`src/rtl/forwarding_tracker.sv`:
```
// Tracks in-flight register producers and picks the forwarding source for each consumer operand.
// Optional load-use stall logic is compiled in when FWD_LOAD_STALL_EN is defined.
module forwarding_tracker #(
    parameter int DEPTH     = 2,
    parameter int REG_AW    = 4,
    parameter int NOFWD_REG = 15,
    localparam int SEL_W    = $clog2(DEPTH + 1)
) (
    input  logic              clk,
    input  logic              rst,
    input  logic              freeze,
    input  logic              flush,
    input  logic              issue_valid,
    input  logic              issue_wb_en,
    input  logic              issue_is_load,
    input  logic [REG_AW-1:0] issue_dst,
    input  logic [REG_AW-1:0] src_1,
    input  logic [REG_AW-1:0] src_2,
    input  logic              src_1_used,
    input  logic              src_2_used,
    output logic [SEL_W-1:0]  sel_src_1,
    output logic [SEL_W-1:0]  sel_src_2,
    output logic              hazard_stall
);

    localparam logic [REG_AW-1:0] NOFWD = REG_AW'(NOFWD_REG);

    logic [DEPTH-1:0]  valid_reg;
    logic [DEPTH-1:0]  wb_en_reg;
    logic [REG_AW-1:0] dst_reg [DEPTH];
    logic [DEPTH-1:0]  match_1;
    logic [DEPTH-1:0]  match_2;
    logic [SEL_W-1:0]  sel_1_raw;
    logic [SEL_W-1:0]  sel_2_raw;

    // Per-entry match against each consumer source; the PC index never forwards.
    for (genvar gi = 0; gi < DEPTH; gi++) begin : g_match
        assign match_1[gi] = valid_reg[gi] & wb_en_reg[gi] & src_1_used
                           & (dst_reg[gi] == src_1) & (src_1 != NOFWD);
        assign match_2[gi] = valid_reg[gi] & wb_en_reg[gi] & src_2_used
                           & (dst_reg[gi] == src_2) & (src_2 != NOFWD);
    end

    // Scan oldest to youngest so the youngest producer overwrites the selection.
    always_comb begin
        sel_1_raw = '0;
        sel_2_raw = '0;
        for (int k = DEPTH - 1; k >= 0; k--) begin
            if (match_1[k]) sel_1_raw = SEL_W'(k + 1);
            if (match_2[k]) sel_2_raw = SEL_W'(k + 1);
        end
    end

`ifdef FWD_LOAD_STALL_EN
    logic [DEPTH-1:0] is_load_reg;
    logic             load_hit_1;
    logic             load_hit_2;

    // Load data is not ready while the load sits in the youngest slot.
    assign load_hit_1   = match_1[0] & is_load_reg[0];
    assign load_hit_2   = match_2[0] & is_load_reg[0];
    assign hazard_stall = load_hit_1 | load_hit_2;
    assign sel_src_1    = load_hit_1 ? '0 : sel_1_raw;
    assign sel_src_2    = load_hit_2 ? '0 : sel_2_raw;

    always_ff @(posedge clk) begin
        if (rst) begin
            is_load_reg <= '0;
        end else if (!freeze) begin
            for (int k = DEPTH - 1; k >= 1; k--) begin
                is_load_reg[k] <= is_load_reg[k-1];
            end
            is_load_reg[0] <= issue_is_load;
        end
    end
`else
    logic unused_is_load;

    assign unused_is_load = issue_is_load;
    assign hazard_stall   = 1'b0;
    assign sel_src_1      = sel_1_raw;
    assign sel_src_2      = sel_2_raw;
`endif

    // Shift register of producers; a squashed or stalled issue enters as a bubble.
    always_ff @(posedge clk) begin
        if (rst) begin
            valid_reg <= '0;
            wb_en_reg <= '0;
        end else if (!freeze) begin
            for (int k = DEPTH - 1; k >= 1; k--) begin
                valid_reg[k] <= valid_reg[k-1];
                wb_en_reg[k] <= wb_en_reg[k-1];
                dst_reg[k]   <= dst_reg[k-1];
            end
            valid_reg[0] <= issue_valid & ~flush & ~hazard_stall;
            wb_en_reg[0] <= issue_wb_en;
            dst_reg[0]   <= issue_dst;
        end
    end

endmodule

```
`config.mk`:
```
export PLATFORM = sky130hd
export DESIGN_NAME = forwarding_tracker
export DESIGN_NICKNAME = d
export VERILOG_FILES = /design/src/rtl/forwarding_tracker.sv
export SDC_FILE = /design/constraint.sdc
export NUM_CORES = 1
export LEC_CHECK = 0
export BUFFER_PORTS_ARGS = -buffer_cell sky130_fd_sc_hd__buf_2
export CAP_MARGIN = 20
export CELL_PAD_IN_SITES_DETAIL_PLACEMENT = 0
export CELL_PAD_IN_SITES_GLOBAL_PLACEMENT = 1
export CORE_UTILIZATION = 34
export DETAILED_ROUTE_END_ITERATION = 6
export GPL_TIMING_DRIVEN = 0
export PLACE_DENSITY_LB_ADDON = 0.1
export SLEW_MARGIN = 10
export SYNTH_ARGS = -nofsm -noshare
export SYNTH_HDL_FRONTEND = slang
export SYNTH_SLANG_ARGS = --single-unit
```
`constraint.sdc`:
```
create_clock -name clk -period 1.5 [get_ports clk]
set_clock_uncertainty 0.15 [all_clocks]
set_input_delay 0.3 -clock clk [delete_from_list [all_inputs] [get_ports clk]]
set_output_delay 0.3 -clock clk [all_outputs]
set_load 0.1 [all_outputs]
```
==> out/results.txt, run 1 <==
status -> finished with violations
failing checks -> negative setup slack
Clock Root Buffer -> clkbuf_4
FF+latch count, synth -> 12
Port Buf Inserts -> 22
Syn Area/Cell -> 11.2 sq um
overall power -> 0.000722 W
vias in the first global route -> 454
worst hold slack -> 54.8 ps
PD cells -> 758 nW/um^2
CTS buffer count -> 3
Setup WS post-layout -> -535 ps
Period minus WS final -> 2040 ps
max FFs per register -> 8
Rel. slew slack -> 59.1%
CP Cell Sequence -> xnor2_2, nand3_2, nor3_2, nor4_4, buf_6
First DRT Iteration DRCs -> 6
Ports -> 26
Critical Path AT -> 1590 ps
share of the clock period used by the worst path -> 136%
DP Wirelength -> 977 um
Clock Sinks -> 12
cell depth of the worst flop-to-flop path -> 2
Inst Count DP -> 105
Post-Synthesis Net Count -> 79
total number of vias -> 521
die span in x -> 45.7 um
cells after synthesis -> 58
final setup vio count -> 4
Largest delay share family, worst path -> flip-flops
CTS HTree Levels -> 1
chip height -> 45.7 um
CP Capture Type -> output pin
leakage power -> 0.373 nW
Vias per Instance -> 4.53
end of the worst register-to-register path -> dst_reg[0][5]
Hold Path Depth -> 1
pin count of the biggest net entering global routing -> 9
r2r startpoint -> dst_reg[0][1]
Skew-Pair Late Insertion Delay -> 260 ps
Core ar. -> 1760 sq um
share of the synthesized area in the top cell type -> 37.0%
unrepaired setup endpoints after global routing -> yes
final instance area -> 953 sq um
Hold Startpoint -> issue_dst[0]
Pre-Repair DR Iteration Count -> 4
WL per Instance -> 10.6 um
worst slew pin tran -> 612 ps
Max Cap Viol -> 0
total gr overflow -> 0
Setup crit start kind -> flop
critical path class -> flop to output pin
GR Util All Layers -> 13.9%
Hold Buf Count CTS -> 0
Post-Route WL -> 1220 um
DRC viols -> 0
first-pass GRT wire length -> 1930 um
Synth area leader -> edfxtp_1
Synth area leaders -> edfxtp_1 (37%), xnor2_1 (19%), dfxtp_1 (12%)
hold path endpoint -> dst_reg[0][0]
Routed Antenna Nets -> 0
Worst Path Required -> 1050 ps
Rows -> 15
min-delay worst type -> primary input to flop
Ys Warns -> 0
Antenna diodes -> 0
CTS tree -> done
Starting Density -> 36.8%
critical path's slowest cell -> edfxtp_1
synthesis-to-finish area growth -> 46.8%
worst reg-to-reg setup slack -> 400 ps
Max stage delay on crit path -> 480 ps
final slew viol count -> 0
FMAX -> 491 MHz
Yosys cell types -> 19
final net count -> 112
crit path max fanout -> 3
mapped cell area -> 649 sq um
Clock Pin Slew Worst Setup and Hold Paths -> 70 ps
Bufs and invs on worst path -> 1
layout cells sized above 1 -> 46.7%
Post-DP Area -> 833 sq um
final hold vios -> 0
die area -> 2090 sq um
initial antenna violation count -> 0
Max IR drop VDD -> 0.579 mV
non-filler cells, final -> 115
RePlAce Congestion -> 0.656
Seq/Total Area, Yosys -> 49.3%
CTS Buffer Depth -> 2
## stage by stage
| stage | setup WS, ps | util, % | setup TNS (ps) |
|---|---|---|---|
| floorplan | -736 | - | -2710 |
| global placement | -427 | 47.2 | -1500 |
| detailed placement | -415 | 47.2 | -1520 |
| CTS | -549 | 51.1 | -1980 |
| global route | -618 | 54.0 | -2330 |
| finish | -535 | 54.0 | -1990 |
## report_power, final
group | internal (W) | total (W) | switching (W)
Clock | 0.0000962 | 0.000197 | 0.000101
Sequential | 0.000370 | 0.000385 | 0.0000148
Combinational | 0.0000705 | 0.000140 | 0.0000698
## kinds of logic after synthesis
family / after synthesis / synth area share [%]
other cells: 1 / 0.577
mux: 3 / 4.62
flops: 12 / 49.3
buf+inv: 2 / 1.93
simple gates: 23 / 21.2
xor+xnor: 16 / 21.6
compound gates: 1 / 0.770
## Yosys cell counts (all sizes together)
library cell,instances
xnor2,14
edfxtp,8
nor2,7
nand3,5
dfxtp,4
mux2i,3
nand2,3
nand4,3
buf,2
nor4,2
xor2,2
a21oi,1
conb,1
nor3,1
nor3b,1
nor4b,1
## worst register-to-register path, delay by kind of cell (launching register included)
family	cells	cell delay (ps)
flip-flops	1	440
buffers and inverters	2	270
## layout by cell type (no fill, tap or decap)
cell type	n
nor4_4	2
buf_12	1
nor3b_1	1
buf_4	7
nor4b_4	1
xor2_2	1
nand2_1	3
nor2_1	6
edfxtp_1	8
xnor2_1	12
buf_2	19
xnor2_2	2
clkinv_1	1
buf_6	3
mux2i_1	3
xor2_1	1
nor2_2	1
clkbuf_4	3
nand4_1	3
nor3_2	1
dfxtp_1	4
conb_1	1
nand3_2	1
a21oi_1	1
nand3_1	4
## worst max-delay path by stage
| stage | start | cells after the start | slack, ps | to |
|---|---|---|---|---|
| final | dst_reg[0][3] | 5 | -540 | sel_src_1[1] |
| after global routing | dst_reg[0][3] | 5 | -620 | sel_src_1[1] |
| after CTS | dst_reg[0][7] | 4 | -550 | sel_src_1[1] |
| after detailed placement | src_1[3] | 5 | -420 | sel_src_1[1] |
| after global placement | src_1[3] | 5 | -430 | sel_src_1[1] |
| after floorplan | dst_reg[0][7] | 3 | -740 | sel_src_1[1] |
## layout make-up
class | instances | area (sq um)
clock buffer | 3 | 22.5
multi-input combinational | 44 | 374
sequential | 12 | 320
tap | 25 | 31.3
timing repair buffer | 28 | 189
buffer | 2 | 12.5
clock inverter | 1 | 3.75
fill | 173 | 811
## per-layer routing
metal | global-route usage, % | part of all wire, % | vias to the layer above
met5 | 0 | 0 | -
met4 | 10.6 | 1.6 | 0
met3 | 2.38 | 3.2 | 2
met2 | 21.1 | 47 | 14
met1 | 17.5 | 48 | 238
li1 | - | - | 267
## repair_timing
item / in CTS / in global routing
gates resized for setup: 10 / 2
pin swaps: 3 / 10
endpoints found under the hold margin: 0 / 0
buffers inserted: 1 / 5
endpoints found under the setup margin: 4 / 4
Note: power is estimated with default switching activity, not from simulation.
==> inputs of run 2 (changes only) <==
Settings changed: BUFFER_PORTS_ARGS -buffer_cell sky130_fd_sc_hd__buf_2 to default, CORE_UTILIZATION 34 to 43, DONT_BUFFER_PORTS from default to 1.
Clock period 1.5 ns to 2.1 ns, I/O delays scaled along.
==> out/results.txt, run 2 (synthesized netlist as in run 1, its figures left out) <==
status -> finished with violations
failing checks -> negative setup slack
cell depth of the worst flop-to-flop path -> 1 (-1)
total number of vias -> 455 (-13%)
Inst Count DP -> 76 (-28%)
worst hold slack -> 71.0 ps (+16.2 ps)
Period minus WS final -> 2210 ps
PD cells -> 586 nW/um^2 (-23%)
synthesis-to-finish area growth -> 27.6%
total gr overflow -> 0 (unchanged)
CTS buffer count -> 3 (unchanged)
met1 WL -> 471 um (-19%)
CP Cell Sequence -> xor2_1, nor2_1, nand4_1, nor2_4
RePlAce Congestion -> 0.645 (-1.8%)
crit path max fanout -> 2 (-1)
critical path's slowest cell -> nor2_4
GR Util All Layers -> 16.9% (+3.0 points)
leakage power -> 0.284 nW (-24%)
worst setup path start -> dst_reg[0][1]
Antenna diodes -> 0 (unchanged)
Clock Root Buffer -> clkbuf_4
CTS tree -> done
max FFs per register -> 8 (unchanged)
CP Capture Type -> output pin
Final Core Density -> 61.4% (+7.3 points)
min-delay worst type -> primary input to flop
Post-Route WL -> 1180 um (-3.0%)
most common cell after layout, fill and taps aside -> xnor2_1
Post-DP Area -> 771 sq um (-7.5%)
Max IR drop VDD -> 0.377 mV (-35%)
r2r startpoint -> dst_reg[0][1]
worst slew pin tran -> 619 ps (+6.92 ps)
unrepaired setup endpoints after global routing -> yes
Ports -> 26 (unchanged)
WL per Instance -> 14.4 um (+36%)
vias in the first global route -> 443 (-2.4%)
Max Cap Viol -> 0 (unchanged)
first-pass GRT wire length -> 1750 um (-9.7%)
share of the clock period used by the worst path -> 105%
Starting Density -> 48.1% (+11 points)
Critical Path AT -> 1640 ps (+50 ps)
final slew viol count -> 0 (unchanged)
Setup crit start kind -> flop
routed wl met2 -> 656 um (+14%)
TNS Setup -> -213 ps (+1780 ps)
Rel. slew slack -> 58.6% (-0.46 points)
CTS HTree Levels -> 1 (unchanged)
Port Buf Inserts -> 0 (-100%)
Skew-Pair Late Insertion Delay -> 260 ps (about the same)
initial antenna violation count -> 0 (unchanged)
top layer in use -> met3
First DRT Iteration DRCs -> 1 (-5)
Largest delay share family, worst path -> simple AND/OR/NAND/NOR gates
Fillers -> 120 (-31%)
final setup vio count -> 4 (unchanged)
Setup WS post-layout -> -108 ps (+427 ps)
CTS Buffer Depth -> 2 (unchanged)
Vias per Instance -> 5.55 (+22%)
WL met3 -> 55 um (+41%)
die area -> 1670 sq um (-20%)
DP Wirelength -> 1030 um (+5.3%)
Rows -> 13 (-2)
Core ar. -> 1350 sq um (-23%)
most frequent cells in the layout -> xnor2_1 (11), edfxtp_1 (8), nor2_1 (6)
pin count of the biggest net entering global routing -> 9 (unchanged)
Worst Path Required -> 1530 ps (+480 ps)
final hold vios -> 0 (unchanged)
Clock Sinks -> 12 (unchanged)
chip height -> 40.9 um (-11%)
die span in x -> 40.9 um (-11%)
non-filler cells, final -> 82 (-29%)
Max stage delay on crit path -> 520 ps (+40 ps)
Clock Pin Slew Worst Setup and Hold Paths -> 60 ps (about the same)
Pre-Repair DR Iteration Count -> 2 (-2)
final instance area -> 828 sq um (-13%)
Hold Buf Count CTS -> 0 (unchanged)
Critical Path Stages -> 4 (-1)
CP endpoint -> sel_src_2[0]
final net count -> 89 (-21%)
Routed Antenna Nets -> 0 (unchanged)
worst reg-to-reg setup slack -> 1110 ps (+710 ps)
critical path class -> flop to output pin
DRC viols -> 0 (unchanged)
FMAX -> 453 MHz
layout cells sized above 1 -> 29.9% (-17 points)
end of the worst register-to-register path -> dst_reg[0][5]
Bufs and invs on worst path -> 0 (-1)
-- run 2: cell types whose count changed in the layout (fill, tap and decap cells not counted), sizes merged --
| cell | previous run | this run |
|---|---|---|
| buf | 30 | 7 |
| clkbuf | 3 | 4 |
| clkinv | 1 | 0 |
-- run 2: layer usage --
metal	vias up	track usage (%)
li1	220	-
met1	217	18.6
met2	18	30.5
met3	0	3.80
met4	0	7.50
met5	-	0
-- run 2: worst min path at each step --
| stage | start | end | slack, ps | cells past startpoint |
|---|---|---|---|---|
| detailed placement | rst | valid_reg[0] | 340 | 1 |
| global placement | rst | wb_en_reg[1] | 340 | 1 |
| CTS | rst | valid_reg[0] | 60 | 1 |
| floorplan | valid_reg[0] | valid_reg[0] | 330 | 2 |
| finish | rst | valid_reg[0] | 70 | 1 |
| global route | rst | wb_en_reg[1] | 60 | 1 |
-- run 2: power by group --
part	switching (W)	leakage, nW	internal [W]
Sequential	0.0000103	0.108	0.000265
Combinational	0.0000377	0.161	0.0000351
Clock	0.0000644	0.0150	0.0000734
Total	0.000112	0.284	0.000373
-- run 2: repair_timing --
action | CTS | global route
gates resized for setup | 3 | 0
endpoints found under the hold margin | 0 | 0
buffers inserted | 2 | 0
setup endpoints to repair | 4 | 4
pin swaps | 6 | 0
-- run 2: metrics by stage --
stage	setup WS, ps	power (W)
global placement	-321	0.000343
finish	-108	0.000485
CTS	-144	0.000493
detailed placement	-206	0.000346
global route	-248	0.000510
floorplan	-262	0.000337
-- run 2: final cells by class --
class                           instances  area [sq um]  area share [%]
Tap cell                               15          18.8            2.27
Multi-Input combinational cell         44           387            46.7
Timing Repair Buffer                    5          63.8            7.70
Buffer                                  2          12.5            1.51
Clock buffer                            4          26.3            3.17
Sequential cell                        12           320            38.7
